===== src/rtl/hs_rr_arbiter.sv =====
// Round-robin arbiter: NUM_REQ valid/ready producers share one registered DW-bit output channel tagged with out_src.
// Latency: a beat accepted on edge N is presented on out_valid/out_data/out_src after edge N (1 cycle).
// Backpressure: out_valid && !out_ready freezes the output register and drops every in_ready; optional ARB_BURST_LOCK_EN holds the grant for up to MAX_BURST beats.
module hs_rr_arbiter #(
    parameter int NUM_REQ   = 4,
    parameter int DW        = 8,
    parameter int MAX_BURST = 4
) (
    input  logic                                              clk,
    input  logic                                              rst,
    input  logic [NUM_REQ-1:0]                                in_valid,
    input  logic [NUM_REQ*DW-1:0]                             in_data,
    output logic [NUM_REQ-1:0]                                in_ready,
    output logic                                              out_valid,
    output logic [DW-1:0]                                     out_data,
    output logic [((NUM_REQ > 1) ? $clog2(NUM_REQ) : 1)-1:0]  out_src,
    input  logic                                              out_ready
);

    localparam int SW = (NUM_REQ > 1) ? $clog2(NUM_REQ) : 1;

    // Reject out-of-range configurations at elaboration time.
    if (NUM_REQ < 2 || NUM_REQ > 8) begin : g_bad_num_req
        $error("hs_rr_arbiter: NUM_REQ must be 2..8");
    end
    if (MAX_BURST < 1 || MAX_BURST > 15) begin : g_bad_max_burst
        $error("hs_rr_arbiter: MAX_BURST must be 1..15");
    end

    // The output register may take a new beat when empty or being drained this cycle.
    logic          load;
    logic [SW-1:0] ptr;        // last granted requester; search starts just after it
    logic [SW-1:0] rr_win;
    logic          rr_found;
    logic [SW-1:0] win;
    logic          win_found;
    logic          xfer;
    logic [DW-1:0] win_data;

    assign load = !out_valid || out_ready;

    // Round-robin search ptr+1, ptr+2, ... ptr (mod NUM_REQ); walking backwards lets the nearest hit overwrite.
    always_comb begin
        int            idx_int;
        logic [SW-1:0] idx;
        rr_win   = '0;
        rr_found = 1'b0;
        for (int k = NUM_REQ; k >= 1; k--) begin
            idx_int = (int'(ptr) + k) % NUM_REQ;
            idx     = idx_int[SW-1:0];
            if (in_valid[idx]) begin
                rr_found = 1'b1;
                rr_win   = idx;
            end
        end
    end

`ifdef ARB_BURST_LOCK_EN
    localparam logic [0:0] ST_IDLE = 1'b0;
    localparam logic [0:0] ST_LOCK = 1'b1;

    logic [0:0] state;
    logic [3:0] bcnt;
    logic [3:0] bcnt_nxt;
    logic       lock_hit;

    // While locked, the owner keeps the grant as long as it still has data; otherwise fall back to round-robin.
    always_comb begin
        lock_hit  = (state == ST_LOCK) && in_valid[ptr];
        bcnt_nxt  = bcnt + 4'd1;
        win       = lock_hit ? ptr : rr_win;
        win_found = lock_hit || rr_found;
    end

    // Burst FSM: a fresh grant opens a lock, MAX_BURST beats or an idle owner closes it; stalls freeze it.
    always_ff @(posedge clk) begin
        if (rst) begin
            state <= ST_IDLE;
            bcnt  <= 4'd0;
        end else if (load) begin
            if (lock_hit) begin
                if (bcnt_nxt == 4'(MAX_BURST)) begin
                    state <= ST_IDLE;
                    bcnt  <= 4'd0;
                end else begin
                    bcnt  <= bcnt_nxt;
                end
            end else if (xfer) begin
                // New owner chosen by round-robin, possibly in the same cycle the old lock ended.
                if (MAX_BURST == 1) begin
                    state <= ST_IDLE;
                    bcnt  <= 4'd0;
                end else begin
                    state <= ST_LOCK;
                    bcnt  <= 4'd1;
                end
            end else begin
                state <= ST_IDLE;
                bcnt  <= 4'd0;
            end
        end
    end
`else
    // Plain per-beat round-robin.
    always_comb begin
        win       = rr_win;
        win_found = rr_found;
    end
`endif

    // Grant is one-hot to the winner only when the output register can load and reset is low.
    always_comb begin
        xfer     = !rst && load && win_found;
        in_ready = '0;
        if (xfer) begin
            in_ready[win] = 1'b1;
        end
    end

    // Select the winning requester's beat for the output register.
    always_comb begin
        win_data = in_data[int'(win)*DW +: DW];
    end

    // Output register and priority pointer; data/src hold when no beat is loaded.
    always_ff @(posedge clk) begin
        if (rst) begin
            out_valid <= 1'b0;
            out_data  <= '0;
            out_src   <= '0;
            ptr       <= SW'(NUM_REQ - 1);
        end else if (load) begin
            if (xfer) begin
                out_valid <= 1'b1;
                out_data  <= win_data;
                out_src   <= win;
                ptr       <= win;
            end else begin
                out_valid <= 1'b0;
            end
        end
    end

endmodule


===== config.mk =====
export PLATFORM = sky130hd
export DESIGN_NAME = hs_rr_arbiter
export DESIGN_NICKNAME = d
export VERILOG_FILES = /design/src/rtl/hs_rr_arbiter.sv
export SDC_FILE = /design/constraint.sdc
export NUM_CORES = 1
export LEC_CHECK = 0
export ABC_AREA = 0
export CAP_MARGIN = 25
export CORE_MARGIN = 1
export CORE_UTILIZATION = 40
export CTS_CLUSTER_SIZE = 10
export DETAILED_ROUTE_END_ITERATION = 12
export PLACE_DENSITY = 0.95
export SLEW_MARGIN = 20
export SYNTH_ARGS = -nofsm -noshare
export SYNTH_HDL_FRONTEND = slang
export SYNTH_SLANG_ARGS = --single-unit

===== constraint.sdc =====
create_clock -name clk -period 3.98 [get_ports clk]
set_input_delay 1.194 -clock clk [delete_from_list [all_inputs] [get_ports clk]]
set_output_delay 1.194 -clock clk [all_outputs]
set_load 0.005 [all_outputs]

==> results list <==
* ANT nets after route: 0
- Clock network latency to the later pin of the worst-skew pair: 280 ps
* Final critical-path share of the clock period: 95.2%
* Gate Count Post-Synth: 86
- Total overflow reported by the global router: 0
* Die boundary height: 49.8 microns
- The worst setup path is launched from an input pin.
- Wire length of the first global-routing pass: 4420 microns
- In this run the static leakage power is 0.692 nW.
* Post-Synthesis Mean Instance Area: 10.6 sq um
- For this design the top-level I/O count stands at 54.
- The via count of the first global-routing pass came to 1011.
- Final setup skew: 1.51 ps
- TritonCTS built the clock tree.
* Net count after synthesis: 125
- Number of max-slew violations in the final report: 0
* Total of flip-flops plus latches after synthesis: 13
- Mux cell area share after synthesis: 18.7%
- Main combinational cell family by area after synthesis: simple AND/OR/NAND/NOR gates
* Crit path required time: 2790 ps
- Along the worst path, the maximum fanout reaches 5.
* Count of endpoints failing hold in the final timing report: 0
- Worst EP arrival: 2600 ps
* Kind of capture point of the worst setup path: output pin
- Cells with a size suffix above 1 make up 29.1% of the layout.
- Summing the areas of all xor and xnor instances in the mapped netlist gives 0% of the synthesized area.
- Using the TritonRoute via totals, the vias-per-cell ratio works out to 5.23.
- In the final layout, the multi-input gates occupy 621 sq um.
* Max-cap violations: 0
- The number of clock buffers added by TritonCTS is 3.
- Synth warnings: 0
* Final setup violation count: 0
- Placed instance area: 1540 sq um
* Hold_ws: 484 ps
- Adding up every negative setup slack in the final design gives 0 ps.
- Die width: 49.8 microns
- Area of the mapped netlist: 912 sq um
- Standard cell core area: 2040 sq um
- Counting tap cells, the placed design contains a total of 175 instances.
- Summed over all nets, the half-perimeter wirelength after detailed placement is 2090 microns.
- Initial antenna violation count: 0
- CTS placed an instance of clkbuf_4 at the clock tree root.
* I/O Buffers: 53
* DR vias: 968
- Sequential standard cell area: 260 sq um
- The finished cells cover 1630 sq um.
- The worst setup path is of the in -> out kind.
- Final critical path time including I/O delays and setup: 3790 ps
- The cell family contributing the most delay on the critical path is buffers and inverters.
- For this design, the sink count on the clock tree is 13.
* Final cell count without fillers: 185
* Worst IR drop on VDD: 0.000248 V
- For this design, the CTS-stage hold fixing added 0 buffers.
- Final net count: 198
* RSZ-0062 raised after global routing: no
- Overall routed net length: 2770 microns
- The initial utilization of the core area, before any placement, comes to 44.7%.
* Layout area overhead: 78.9%
- Register area share after synthesis: 28.5%
* CP Buf/Inv Count: 4
- The longest clock path from root to sink contains 2 buffers.
* Basic-gate share of the synthesized area counting and, or, nand and nor cells: 24.0%
- For this run, design rule violations remaining after detail routing come to 0.
- The worst hold path belongs to the class reg -> reg.
- After filler insertion, the fill cell instance count of the layout stands at 148.
- Max-Slew Margin vs Limit: 64.0%
- Static timing analysis puts the maximum clock frequency at 264 MHz.
- Adder-cell share of the synthesized area: 0%
* Standard-cell rows: 16
* Result of the run: completed
- Critical path, cell by cell: dlygate4sd2_1 > buf_4 > nand2_1 > o21ai_2 > nor3_4 > buf_4 > nor2_2 > and2_1 > dlygate4sd2_1
* Placer Congestion: 0.740
* Top library cells by usage in the layout, fill and taps aside: clkdlybuf4s50_1, buf_4, mux2i_1, dfxtp_1
- Power spread over the standard cell area amounts to 302 nW/um^2.
- Cells fill 79.9% of the core in the end.
- Most common cell after layout, fill and taps aside: clkdlybuf4s50_1
- GRT Resource Usage Total: 23.3%
- Post-DR wirelength/cell: 15.0 microns
* Compound-gate portion of the synthesized area: 22.9%
* Cell type of the slowest stage on the worst timing path: dlygate4sd2_1
* Die Area: 2480 sq um
- Slowest cell delay on critical path: 280 ps
* Clock slew seen by the registers of the worst setup and hold paths: 80 ps
- Number of library cell types mapped by synthesis: 29
- At the pin with the least slew margin, the transition time is 540 ps.
* Largest net degree at the start of global routing: 16
- In this run the number of H-tree levels came out at 1.
* Number of DRC markers in iteration 0: 6
- Diodes inserted: 0
- The first detailed-routing pass took 4 iterations.
-- through the flow --
| step | total power, mW | setup WS (ps) |
|---|---|---|
| floorplan | 0.287 | 761 |
| global placement | 0.390 | -240 |
| detailed placement | 0.397 | -267 |
| CTS | 0.487 | 13.4 |
| global route | 0.521 | 99.2 |
| finish | 0.493 | 191 |
-- what timing repair did --
action	4_1_cts	5_1_grt
pin swaps	1	3
resized for setup	10	2
setup buffers	2	4
endpoints found under the setup margin	4	2
-- sequential cells by signal, summed over array words and instances (netlist names) --
register and flops:
out_data 8, out_valid 1, ptr 2, out_src 2
-- cells in the mapped netlist, drive strengths merged --
master  number  area, sq um
mux2i       17          170
dfxtp       13          260
nand3b       8         60.1
nor2         8         30.0
o221ai       8          120
buf          5         46.3
nor3         5         52.6
nand2        3         13.8
nand2b       3         18.8
nor2b        2         12.5
o21ai        2         25.0
a211oi       1         12.5
a21boi       1         11.3
a22o         1         8.76
and2         1         6.26
and3         1         6.26
clkbuf       1         3.75
inv          1         3.75
nor4         1         12.5
o211ai       1         12.5
o22a         1         10.0
o31a         1         8.76
or3          1         6.26
-- layer usage --
layer	global-route usage (%)	share of wire, %	vias up
met1	26.8	41	460
met2	40.5	52	24
li1	-	-	476
met5	0	0	-
met4	13.3	2.9	0
met3	3.40	3.8	8
-- worst paths after layout --
kind / start / end / slack, ps / depth (start not counted)
worst max-delay path: in_valid[0] / in_ready[1] / 190 / 9
worst min-delay path: out_src[1] / out_src[1] / 480 / 1
worst max register to register: ptr[1] / out_data[6] / 1850 / 8
worst min register to register: out_src[1] / out_src[1] / 480 / 1
-- worst reg2reg max path: cells and delay by family, from the launching register on --
family / cells / cell delay [ps]
compound gates: 3 / 550
buf+inv: 3 / 400
flops: 1 / 510
mux: 1 / 230
simple gates: 1 / 370
-- cells by family (layout without fill, tap and decap cells) --
logic type,after synthesis,count (layout)
buffers and inverters,7,79
AND/OR/NAND/NOR,33,33
multiplexers,17,17
flip-flops,13,13
AO/OA/AOI/OAI,16,16
-- layout make-up --
class | count | share of cell area [%]
Sequential cell | 13 | 16.0
Tap cell | 27 | 2.07
Clock buffer | 3 | 1.38
Timing Repair Buffer | 74 | 42.0
Clock inverter | 1 | 0.307
Inverter | 1 | 0.230
Multi-Input combinational cell | 66 | 38.0
-- power by group --
group          switching (mW)  internal [mW]  leakage [nW]
clock network          0.0458         0.0373        0.0177
logic                  0.0951          0.146         0.566
registers              0.0166          0.152         0.108
total                   0.158          0.336         0.692
Note: power is estimated with default switching activity, not from simulation.
